File: src/rtl/program_ram_loader_if.sv
// CPU-side memory bus for program_ram_loader.
// Master drives address/write; slave returns combinational read data.
interface program_ram_loader_if #(
  parameter int DATA_W = 8,
  parameter int ADDR_W = 4
);
  logic [ADDR_W-1:0] addr;
  logic              we;
  logic [DATA_W-1:0] wdata;
  logic [DATA_W-1:0] rdata;

  modport master (
    output addr,
    output we,
    output wdata,
    input  rdata
  );

  modport slave (
    input  addr,
    input  we,
    input  wdata,
    output rdata
  );
endinterface

File: src/rtl/program_ram_loader.sv
// Program/data RAM with a debounced front-panel loader (LOAD)
// and a CPU port that owns the memory in RUN.
module program_ram_loader #(
  parameter int DATA_W       = 8,
  parameter int ADDR_W       = 4,
  parameter int DEBOUNCE_CYC = 4
) (
  input  logic                 clk,
  input  logic                 reset,
  input  logic                 start,
  input  logic                 load_btn,
  input  logic [ADDR_W-1:0]    sw_addr,
  input  logic [DATA_W-1:0]    sw_data,
  input  logic                 auto_inc,
  program_ram_loader_if.slave  cpu,
  output logic [ADDR_W-1:0]    load_ptr,
  output logic                 load_ack,
  output logic                 mem_full,
  output logic                 run_mode
);

  localparam int DEPTH = 2 ** ADDR_W;
  localparam int CNT_W = $clog2(DEBOUNCE_CYC + 1);
  localparam logic [CNT_W-1:0] CNT_MAX =
    CNT_W'(DEBOUNCE_CYC - 1);

  typedef enum logic {
    ST_LOAD = 1'b0,
    ST_RUN  = 1'b1
  } state_t;

  state_t state, state_nxt;

  logic [DATA_W-1:0] mem [DEPTH];

  logic             s1, s2;
  logic             btn_db, btn_db_q;
  logic [CNT_W-1:0] db_cnt;
  logic             load_req;
  logic             load_we;
  logic             cpu_wr;
  logic             leave_run;
  logic [ADDR_W-1:0] load_addr;

  // Synchroniser plus stability counter on the raw button
  always_ff @(posedge clk or negedge reset) begin
    if (!reset) begin
      s1       <= 1'b0;
      s2       <= 1'b0;
      btn_db   <= 1'b0;
      btn_db_q <= 1'b0;
      db_cnt   <= '0;
    end else begin
      s1       <= load_btn;
      s2       <= s1;
      btn_db_q <= btn_db;
      if (s2 != btn_db) begin
        if (db_cnt == CNT_MAX) begin
          btn_db <= ~btn_db;
          db_cnt <= '0;
        end else begin
          db_cnt <= db_cnt + 1'b1;
        end
      end else begin
        db_cnt <= '0;
      end
    end
  end

  assign load_req  = btn_db & ~btn_db_q;
  assign load_we   = (state == ST_LOAD) & load_req;
  assign cpu_wr    = (state == ST_RUN) & cpu.we;
  assign leave_run = (state == ST_RUN) & ~start;
  assign load_addr = auto_inc ? load_ptr : sw_addr;
  assign run_mode  = (state == ST_RUN);

  always_ff @(posedge clk or negedge reset) begin
    if (!reset) state <= ST_LOAD;
    else        state <= state_nxt;
  end

  always_comb begin
    state_nxt = state;
    unique case (state)
      ST_LOAD: if (start)  state_nxt = ST_RUN;
      ST_RUN:  if (!start) state_nxt = ST_LOAD;
      default: state_nxt = ST_LOAD;
    endcase
  end

  always_ff @(posedge clk or negedge reset) begin
    if (!reset) begin
      load_ptr <= '0;
      mem_full <= 1'b0;
      load_ack <= 1'b0;
    end else begin
      load_ack <= load_we;
      if (leave_run) begin
        load_ptr <= '0;
        mem_full <= 1'b0;
      end else if (load_we && auto_inc) begin
        load_ptr <= load_ptr + 1'b1;
        if (&load_ptr) mem_full <= 1'b1;
      end
    end
  end

  // Loader and CPU writes are exclusive by state
  always_ff @(posedge clk or negedge reset) begin
    if (!reset) begin
      for (int i = 0; i < DEPTH; i++) mem[i] <= '0;
    end else if (load_we) begin
      mem[load_addr] <= sw_data;
    end else if (cpu_wr) begin
      mem[cpu.addr] <= cpu.wdata;
    end
  end

  assign cpu.rdata = mem[cpu.addr];

endmodule
File: src/flat_wrapper.sv
// flat-port wrapper written by rule: the top's interface ports become plain ports
module program_ram_loader_flat 
#(
  parameter int DATA_W       = 8,
  parameter int ADDR_W       = 4,
  parameter int DEBOUNCE_CYC = 4
)
  (clk, reset, start, load_btn, sw_addr, sw_data, auto_inc, load_ptr, load_ack, mem_full, run_mode, cpu_addr, cpu_we, cpu_wdata, cpu_rdata);
  program_ram_loader_if #(.DATA_W(DATA_W), .ADDR_W(ADDR_W)) cpu_i ();
  input  logic clk;
  input  logic reset;
  input  logic start;
  input  logic load_btn;
  input  logic [ADDR_W-1:0] sw_addr;
  input  logic [DATA_W-1:0] sw_data;
  input  logic auto_inc;
  output logic [ADDR_W-1:0] load_ptr;
  output logic load_ack;
  output logic mem_full;
  output logic run_mode;
  input wire logic [$bits(cpu_i.addr)-1:0] cpu_addr;
  input wire logic [$bits(cpu_i.we)-1:0] cpu_we;
  input wire logic [$bits(cpu_i.wdata)-1:0] cpu_wdata;
  output wire logic [$bits(cpu_i.rdata)-1:0] cpu_rdata;
  assign cpu_i.addr = cpu_addr;
  assign cpu_i.we = cpu_we;
  assign cpu_i.wdata = cpu_wdata;
  assign cpu_rdata = cpu_i.rdata;
  program_ram_loader #(.DATA_W(DATA_W), .ADDR_W(ADDR_W), .DEBOUNCE_CYC(DEBOUNCE_CYC)) u_core (.clk(clk), .reset(reset), .start(start), .load_btn(load_btn), .sw_addr(sw_addr), .sw_data(sw_data), .auto_inc(auto_inc), .cpu(cpu_i), .load_ptr(load_ptr), .load_ack(load_ack), .mem_full(mem_full), .run_mode(run_mode));
endmodule
File: config.mk
export PLATFORM = sky130hd
export DESIGN_NAME = program_ram_loader_flat
export DESIGN_NICKNAME = d
export VERILOG_FILES = /design/src/rtl/program_ram_loader_if.sv /design/src/rtl/program_ram_loader.sv /design/src/flat_wrapper.sv
export SDC_FILE = /design/constraint.sdc
export NUM_CORES = 1
export LEC_CHECK = 0
export CAP_MARGIN = 20
export CORE_MARGIN = 3
export CORE_UTILIZATION = 55
export CTS_CLUSTER_DIAMETER = 150
export DETAILED_ROUTE_END_ITERATION = 16
export PLACE_DENSITY = 0.74
export SYNTH_ARGS = -nofsm -noshare
export SYNTH_HDL_FRONTEND = slang
export SYNTH_SLANG_ARGS = --single-unit
File: constraint.sdc
create_clock -name clk -period 2.8 [get_ports clk]
set_input_delay 0.56 -clock clk [delete_from_list [all_inputs] [get_ports clk]]
set_output_delay 0.56 -clock clk [all_outputs]
set_load 0.02 [all_outputs]
==> impl_metrics.csv, run 1 <==
group,metric,value,unit
logic_synthesis,ys_top_cells_by_area,"dfrtp_1 (45%), mux2_2 (16%), mux4_2 (11%)",
logic_synthesis,synthArstFlopShare,100,%
global_route,grt_pass1_wl,41700,microns
drt,dr.pass1.iters,7,
finish,final_cell_area,0.00977,sq mm
logic_synthesis,syn_area,0.00798,sq mm
pwr,total_leakage_power,0.00429,uW
logic_synthesis,yosysTopAreaCell,"dfrtp_1",
drt,avgViaCountPerCell,7.39,
drt,finalWirelength,27400,microns
timing,tightest_slew,815,ps
logic_synthesis,syn_nets,635,
status,status,"complete, no violations",
logic_synthesis,avgSynthCellArea,13.2,sq um
clock_network,cts_hold_buf,0,
finish,drive_above_1_share,44.8,%
logic_synthesis,yosysUniqueCellTypes,39,
die,fp-row-count,43,
logic_synthesis,ys.flop_type,"dfrtp_1",
drt,wire_per_inst,30.3,microns
finish,area_delta_synth_final,22.4,%
critical_path,critPathCaptureType,"output pin",
flow_run,cap_viol_max_count,0,
hold_path,hold_path_class,"primary input to asynchronous set/reset pin",
finish,num_antenna_cells,0,
timing,finClkSkew,7.76,ps
logic_synthesis,yosysTopAreaCellShare,44.5,%
logic_synthesis,syn_inst,603,
pwr,total_power,5670,uW
timing,hold_ws,150,ps
clock_network,cts_tree,"done",
global_route,grt.total_usage,35.1,%
critical_path,cp_max_fo,10,
finish,fillers,946,
clock_network,clock_sinks,142,
critical_path,slowest_stage,"mux4_2",
clock_network,clk_latency,430,ps
critical_path,required,2240,ps
die,dieHeight,126,microns
critical_path,critPathLaunchType,"primary input",
die,die_area,0.0160,sq mm
place,place_congestion,1.03,
timing,worst_slew_margin_rel,45.4,%
clock_network,clockRootBuffer,"clkbuf_16",
place,placed_area,0.00915,sq mm
timing,hold_violations,0,
critical_path,criticalPathCategory,"primary input to output pin",
drt,drc,0,
critical_path,cp_slowest_stage_delay,530,ps
clock_network,cts_buffer_depth,2,
global_route,first_global_vias,6733,
place,dpl_worst_slack,-475,ps
logic_synthesis,synth_most_common_cell,"o22ai_1",
timing,period_share,98.7,%
drt,vias,6692,
place,place.port_buffers,44,
timing,fmax,0.362,GHz
drt,drt_iter0_markers,1021,
logic_synthesis,synthTopCellsByCount,"o22ai_1 (144), dfrtp_1 (142), mux2_2 (114), mux4_2 (40), nand2_1 (28)",
die,design.core.area,0.0140,sq mm
pwr,ir_drop,0.470,mV
logic_synthesis,seq_area_frac_synth,44.5,%
pwr,power_density,581,mW/mm^2
logic_synthesis,synth_seq_cells,142,
die,initial_core_util,56.9,%
global_route,antenna_found_initial,0,
timing,rsz0062_at_grt,"false",
place,place_hpwl,18800,microns
critical_path,cpMostUsedCell,"mux4_2",
clock_network,htree_levels,4,
finish,layout.nets,745,
drt,final_antenna_net_count,0,
global_route,gr-total-overflow,0,
clock_network,cts_buffers,17,
die,die_x,126,microns
global_route,grt_start_max_net_pins,84,
finish,utilization,69.6,%
logic_synthesis,synth-edff-count,0,
timing,fin_crit,2760,ps
critical_path,path_cells,"clkbuf_4 > bufbuf_16 > mux4_2 > mux4_2 > buf_2",
timing,drv_slew,0,
die,io_pins,45,
timing,setup_violations,0,
logic_synthesis,yosys_warnings,0,
clock_network,path_clk_slew,60,ps
critical_path,cp.arrival,2200,ps
timing,worst_slack,36.4,ps
## flip-flops by register name (all words and copies together) (netlist names)
register and count:
u_core.db_cnt 3, u_core.mem_full 1, u_core.s1 1, u_core.btn_db 1, u_core.mem 128, u_core.s2 1
u_core.load_ack 1, u_core.load_ptr 4, u_core.run_mode 1, u_core.btn_db_q 1
## report_power, final
group          switching, uW  total, uW  leakage, uW  internal [uW]
Sequential               160       2350      0.00196           2190
Clock                    889       2130     0.000277           1240
Combinational            709       1190      0.00205            484
Total                   1760       5670      0.00429           3920
## worst max-delay path, delay by kind of cell
family	cells	cell delay (ps)
mux	2	1010
buf+inv	3	630
## final cells by class
cell class                      count  area, sq um  area share, %
Multi-Input combinational cell    417         4160           42.6
Inverter                            1         3.75         0.0384
Tap cell                          180          225           2.31
Clock buffer                       22          494           5.06
Timing Repair Buffer              134         1270           13.0
Sequential cell                   142         3550           36.4
Clock inverter                     10         62.6          0.640
## final timing paths
| check | start | endpoint | slack (ps) | cells after the start |
|---|---|---|---|---|
| min in group clk | u_core.s1$_DFF_PN0_ | u_core.s2$_DFF_PN0_ | 350 | 0 |
| worst min-delay path | reset | u_core.mem_full$_DFFE_PN0P_ | 150 | 1 |
| max in group asynchronous | reset | u_core.mem[57]$_DFFE_PN0P_ | 1810 | 2 |
| worst max-delay path | cpu_addr[0] | cpu_rdata[4] | 40 | 5 |
| worst min register to register | u_core.s1$_DFF_PN0_ | u_core.s2$_DFF_PN0_ | 350 | 0 |
| worst max register to register | u_core.load_ptr[0]$_DFFE_PN0P_ | u_core.mem[68]$_DFFE_PN0P_ | 440 | 5 |
## cells in the final DEF, fill, tap and decap left out, types with 2 or more instances in the layout
master,count
dfrtp_1,142
clkinv_2,6
and3b_1,7
buf_2,6
nor2_1,8
o22ai_2,3
clkdlybuf4s15_2,2
o32ai_4,8
ha_1,2
and3_1,3
buf_12,11
mux2_2,114
nor2_2,4
clkbuf_16,17
clkbuf_8,5
nand3_1,8
nor3_2,2
clkdlybuf4s50_1,33
clkinv_4,2
xor2_1,2
buf_4,77
mux2_4,14
nor3b_2,5
clkinvlp_4,2
nand2_1,28
o32a_1,4
o22ai_1,144
nor2b_1,5
mux4_2,40
nor3b_1,2
nand4_1,2
## metrics by stage
step,instances,TNS [ps]
2_1_floorplan,603,0
3_3_place_gp,868,-3460
3_5_place_dp,868,-4890
4_1_cts,902,0
5_1_grt,906,0
6_report,906,0
## per-layer routing
metal	GRT usage (%)	routed length [microns]	vias up
li1	-	-	2660
met1	46.0	10200	3381
met2	50.8	12100	503
met3	11.1	3020	148
met4	22.0	2130	0
met5	0	0	-
## cell families after synthesis
group,share of synthesized area [%]
flip-flops,44.5
buffers and inverters,3.37
AO/OA/AOI/OAI,15.4
multiplexers,30.1
XOR/XNOR,0.329
AND/OR/NAND/NOR,5.91
adder cells (fa/ha/maj),0.313
## what timing repair did
| item | 4_1_cts | 5_1_grt |
|---|---|---|
| resized for setup | 32 | 2 |
| endpoints found under the setup margin | 8 | 4 |
| cloned | 2 | 0 |
| setup buffers | 0 | 4 |
No activity file was read; power rests on OpenSTA's default activity.
==> run 2, diff against run 1 <==
--- a/config.mk
+++ b/config.mk
@@ -11,6 +11,7 @@
 export CTS_CLUSTER_DIAMETER = 150
 export DETAILED_ROUTE_END_ITERATION = 16
 export PLACE_DENSITY = 0.74
+export REMOVE_ABC_BUFFERS = 1
 export SYNTH_ARGS = -nofsm -noshare
 export SYNTH_HDL_FRONTEND = slang
 export SYNTH_SLANG_ARGS = --single-unit
==> constraint.sdc (replaced) <==
create_clock -name clk -period 2.9 [get_ports clk]
set_input_delay 0.58 -clock clk [delete_from_list [all_inputs] [get_ports clk]]
set_output_delay 0.58 -clock clk [all_outputs]
set_load 0.02 [all_outputs]
==> impl_metrics.csv, run 2 (synthesis gave the netlist of run 1 again) <==
group,metric,value,unit
critical_path,criticalPathCategory,"primary input to output pin",
finish,largest_register,"u_core.mem",
critical_path,cp.arrival,2280,ps
finish,final_cell_mix,"o22ai_1 (144), dfrtp_1 (142), mux2_2 (114)",
die,initial_core_util,56.9,%
timing,drv_slew,0,
hold_path,hold_path_class,"primary input to asynchronous set/reset pin",
place,dpl_worst_slack,-271,ps
pwr,p_switching,1680,uW
drt,drc,0,
clock_network,clk_latency,430,ps
timing,period_share,98.5,%
timing,setup_tns,0,ps
finish,num_antenna_cells,0,
critical_path,cp_max_fo,8,
clock_network,cts_buffers,17,
pwr,total_power,5790,uW
timing,worst_slack,44.8,ps
timing,setup_violations,0,
clock_network,cts_buffer_depth,2,
timing,fmax,0.350,GHz
drt,final_antenna_net_count,0,
timing,hold_violations,0,
place,place_congestion,1.02,
critical_path,rr_worst_depth,5,
finish,layout.nets,719,
pwr,total_leakage_power,0.00420,uW
critical_path,timing.rr.start,"u_core.run_mode$_DFF_PN0_",
drt,drt_iter0_markers,863,
drt,finalWirelength,25700,microns
pwr,pwr-share-seq,38.9,%
die,die_area,0.0160,sq mm
timing,finClkSkew,4.17,ps
place,place_hpwl,18000,microns
drt,vias,6472,
global_route,first_global_vias,6438,
status,status,"complete, no violations",
global_route,gr-total-overflow,0,
pwr,pwr-share-comb,18.7,%
finish,instances_no_fill,879,
clock_network,cts_setup_buffers,0,
global_route,grt_start_max_net_pins,86,
clock_network,clockRootBuffer,"clkbuf_16",
critical_path,r2r_slack,500,ps
clock_network,htree_levels,4,
place,place.port_buffers,44,
clock_network,clock_sinks,142,
place,dp.cells,846,
global_route,antenna_found_initial,0,
clock_network,path_clk_slew,60,ps
die,dieHeight,126,microns
timing,tightest_slew,782,ps
die,io_pins,45,
pwr,power_frac_clock,42.4,%
finish,reg_top3,"u_core.mem (128), u_core.load_ptr (4), u_core.db_cnt (3)",
finish,area_delta_synth_final,21.0,%
timing,rsz0062_at_grt,"false",
die,die_x,126,microns
pwr,power_density,599,mW/mm^2
pwr,switching_share,29.0,%
global_route,grt.total_usage,32.8,%
finish,drive_above_1_share,41.9,%
critical_path,critPathLaunchType,"primary input",
finish,final_common_cell,"o22ai_1",
timing,worst_slew_margin_rel,47.7,%
timing,fin_crit,2860,ps
drt,wire_per_inst,29.2,microns
pwr,p_int,4110,uW
critical_path,critPathCaptureType,"output pin",
finish,largest_reg_flops,128,
drt,avgViaCountPerCell,7.36,
global_route,grt_pass1_wl,39500,microns
flow_run,cap_viol_max_count,0,
critical_path,required,2320,ps
die,fp-row-count,43,
critical_path,r2r_end,"u_core.mem[113]$_DFFE_PN0P_",
clock_network,cts_tree,"done",
die,design.core.area,0.0140,sq mm
pwr,ir_drop,0.420,mV
drt,dr.pass1.iters,8,
## run 2: cell count changes in the layout (fill, tap and decap cells not counted), moves of 3 or more
cell and change:
dlygate4sd2_1 +4, bufinv_16 +5, clkinv_2 -5, buf_2 -3, clkbuf_8 -4, buf_4 -24
inv_6 +3
## run 2: cell type report
cell class | instances | area [sq um]
inverters | 1 | 3.75
flip-flops and latches | 142 | 3550
multi-input cells | 417 | 4160
repair buffers | 108 | 1060
clock inverters | 12 | 208
clock buffers | 19 | 443
well taps | 180 | 225
fillers | 924 | 4390
## run 2: critical path, stage by stage
cell and delay [ps]:
buf_4 170, buf_12 160, mux4_2 510, mux4_2 510, dlygate4sd2_1 340
## run 2: worst max path at each step
stage	cells past startpoint	endpoint	from
floorplan	5	u_core.mem[112]$_DFFE_PN0P_	u_core.run_mode$_DFF_PN0_
global placement	5	cpu_rdata[4]	cpu_addr[0]
detailed placement	5	cpu_rdata[4]	cpu_addr[0]
CTS	5	cpu_rdata[7]	cpu_addr[0]
global route	5	cpu_rdata[7]	cpu_addr[0]
finish	5	cpu_rdata[7]	cpu_addr[0]
## run 2: repair_timing
item	CTS	global route
hold buffers	0	0
setup endpoints to repair	8	3
endpoints found under the hold margin	0	0
pin swaps	0	0
resized for setup	14	4
gates cloned	1	1
## run 2: per-stage QoR
stage / hold WS (ps) / cell area [sq um] / util, %
floorplan: 284 / 7720 / -
global placement: 333 / 8970 / 63.9
detailed placement: 339 / 8970 / 63.9
CTS: 4.86 / 9650 / 68.7
global route: 13.2 / 9660 / 68.8
finish: 2.07 / 9660 / 68.8
## run 2: power by group through the flow
stage | clock network (uW) | registers, uW | logic (uW)
finish | 2450 | 2250 | 1080
global route | 2530 | 2260 | 1130
CTS | 2460 | 2240 | 1060
detailed placement | 0 | 2270 | 1050
global placement | 0 | 2270 | 1020
floorplan | 0 | 2220 | 572
## run 2: per-layer routing
layer,up-vias,part of all wire (%),global-route usage (%)
met4,0,6.8,21.2
met2,469,44,47.0
met5,-,0,0
met3,121,10,7.03
met1,3266,39,45.3
li1,2616,-,-
==> run 3, diff against run 2 <==
--- a/config.mk
+++ b/config.mk
@@ -10,7 +10,7 @@
 export CORE_UTILIZATION = 55
 export CTS_CLUSTER_DIAMETER = 150
 export DETAILED_ROUTE_END_ITERATION = 16
-export PLACE_DENSITY = 0.74
+export PLACE_DENSITY = 0.78
 export REMOVE_ABC_BUFFERS = 1
 export SYNTH_ARGS = -nofsm -noshare
 export SYNTH_HDL_FRONTEND = slang
==> impl_metrics.csv, run 3 (synthesis gave the netlist of run 1 again) <==
group,metric,value,unit
critical_path,criticalPathCategory,"primary input to output pin",
die,design.core.area,0.0140,sq mm
critical_path,timing.rr.start,"u_core.run_mode$_DFF_PN0_",
pwr,ir_drop,0.487,mV
finish,final_cell_area,0.00959,sq mm
place,place_congestion,1.02,
clock_network,cts_tree,"done",
critical_path,slowest_stage,"mux4_2",
die,die_x,126,microns
drt,drc,0,
die,initial_core_util,56.9,%
finish,reg_top3,"u_core.mem (128), u_core.load_ptr (4), u_core.db_cnt (3)",
pwr,pwr-share-seq,40.7,%
clock_network,cts_buffer_depth,2,
critical_path,cp.arrival,2310,ps
pwr,power_density,575,mW/mm^2
finish,largest_register,"u_core.mem",
global_route,grt.total_usage,32.5,%
timing,rsz0062_at_grt,"false",
timing,fin_crit,2890,ps
die,die_area,0.0160,sq mm
die,dieHeight,126,microns
drt,dr.pass1.iters,8,
critical_path,r2r_slack,560,ps
finish,instances_no_fill,878,
global_route,gr-total-overflow,0,
drt,avgViaCountPerCell,7.40,
drt,wire_per_inst,29.1,microns
global_route,top_usage_layer,"met2",
pwr,switching_share,29.7,%
timing,drv_slew,0,
critical_path,required,2320,ps
finish,num_antenna_cells,0,
timing,fmax,0.346,GHz
pwr,p_int,3880,uW
timing,period_share,99.6,%
clock_network,cts_setup_buffers,0,
finish,final_cell_mix,"o22ai_1 (144), dfrtp_1 (142), mux2_2 (114)",
global_route,grtUsageMet2,48.3,%
timing,setup_violations,0,
finish,final_common_cell,"o22ai_1",
place,place.port_buffers,44,
drt,finalWirelength,25600,microns
critical_path,startpoint,"cpu_addr[0]",
critical_path,path_cells,"buf_4 > buf_12 > mux4_2 > mux4_2 > dlygate4sd2_1",
pwr,total_leakage_power,0.00415,uW
clock_network,htree_levels,4,
pwr,p_switching,1640,uW
critical_path,r2r_end,"u_core.mem[91]$_DFFE_PN0P_",
clock_network,path_clk_slew,60,ps
global_route,first_global_vias,6470,
critical_path,critPathLaunchType,"primary input",
global_route,use_met3,10.7,%
finish,layout.nets,717,
timing,tightest_slew,769,ps
global_route,grt_start_max_net_pins,68,
finish,drive_above_1_share,42.0,%
clock_network,clockRootBuffer,"clkbuf_16",
drt,drt_iter0_markers,967,
pwr,power_frac_clock,39.9,%
die,fp-row-count,43,
critical_path,cpMostUsedCell,"mux4_2",
drt,vias,6501,
global_route,antenna_found_initial,1,
global_route,grt_pass1_wl,39200,microns
finish,largest_reg_flops,128,
drt,final_antenna_net_count,0,
flow_run,cap_viol_max_count,0,
status,status,"complete, no violations",
place,dp.cells,844,
timing,finClkSkew,8.72,ps
timing,worst_slew_margin_rel,48.6,%
global_route,use_met1,43.6,%
finish,area_delta_synth_final,20.2,%
critical_path,cp_slowest_stage_delay,530,ps
clock_network,cts_buffers,17,
critical_path,cp_max_fo,16,
critical_path,rr_worst_depth,5,
pwr,pwr-share-comb,19.4,%
clock_network,clock_sinks,142,
die,io_pins,45,
timing,hold_violations,0,
pwr,total_power,5520,uW
hold_path,hold_path_class,"primary input to asynchronous set/reset pin",
place,place_hpwl,17900,microns
critical_path,critPathCaptureType,"output pin",
clock_network,clk_latency,430,ps
place,placed_area,0.00895,sq mm
==> run 3: cell types whose count changed in the layout (fill, tap and decap cells not counted), moves of 2 or more <==
| cell | change |
|---|---|
| buf_4 | -2 |
| dlygate4sd2_1 | -3 |
| clkbuf_8 | +2 |
| clkbuf_1 | +2 |
| inv_6 | -3 |
| clkinv_4 | +2 |
| clkdlybuf4s15_2 | +3 |
| bufinv_16 | -3 |
==> run 3: routing by layer <==
| layer | vias up | wire, microns |
|---|---|---|
| li1 | 2606 | - |
| met1 | 3297 | 9700 |
| met3 | 86 | 3030 |
| met2 | 510 | 11800 |
| met5 | - | 11 |
| met4 | 2 | 1060 |
==> run 3: power by group through the flow <==
stage | logic, uW | registers, uW | clock network, uW
after floorplan | 572 | 2220 | 0
after global placement | 997 | 2270 | 0
after detailed placement | 1030 | 2270 | 0
after CTS | 1050 | 2230 | 2210
after global routing | 1120 | 2250 | 2300
final | 1070 | 2240 | 2200
==> run 3: how the worst max path moves through the flow <==
| stage | end | cells after the start | slack (ps) |
|---|---|---|---|
| finish | cpu_rdata[6] | 5 | 10 |
| global route | cpu_rdata[6] | 5 | 2 |
| CTS | cpu_rdata[5] | 5 | 3 |
| detailed placement | cpu_rdata[2] | 5 | -260 |
| global placement | cpu_rdata[7] | 5 | -220 |
| floorplan | u_core.mem[112]$_DFFE_PN0P_ | 5 | 570 |
==> run 3: repair_timing <==
| action | in CTS | in global routing |
|---|---|---|
| hold buffers | 0 | 0 |
| resized for setup | 19 | 4 |
| setup endpoints to repair | 8 | 4 |
| pin swaps | 0 | 0 |
| cloned | 2 | 0 |
==> run 3: worst max-delay path: cells and delay by family <==
family | cells | cell delay (ps)
buffers and inverters | 3 | 670
muxes | 2 | 1050
==> run 3: cell type report <==
| class | count | area [sq um] |
|---|---|---|
| multi-input cells | 417 | 4160 |
| inverters | 1 | 3.75 |
| repair buffers | 106 | 1060 |
| clock buffers | 23 | 478 |
| fillers | 948 | 4450 |
| clock inverters | 9 | 110 |
| flip-flops and latches | 142 | 3550 |
| well taps | 180 | 225 |
==> run 3: stage by stage <==
step / util, % / TNS (ps) / worst slack [ps] / hold WS (ps)
floorplan: - / 0 / 568 / 284
global placement: 63.7 / -1600 / -218 / 332
detailed placement: 63.7 / -1830 / -263 / 341
CTS: 68.4 / 0 / 3.25 / 186
global route: 68.3 / 0 / 2.36 / 195
finish: 68.3 / 0 / 11.9 / 151
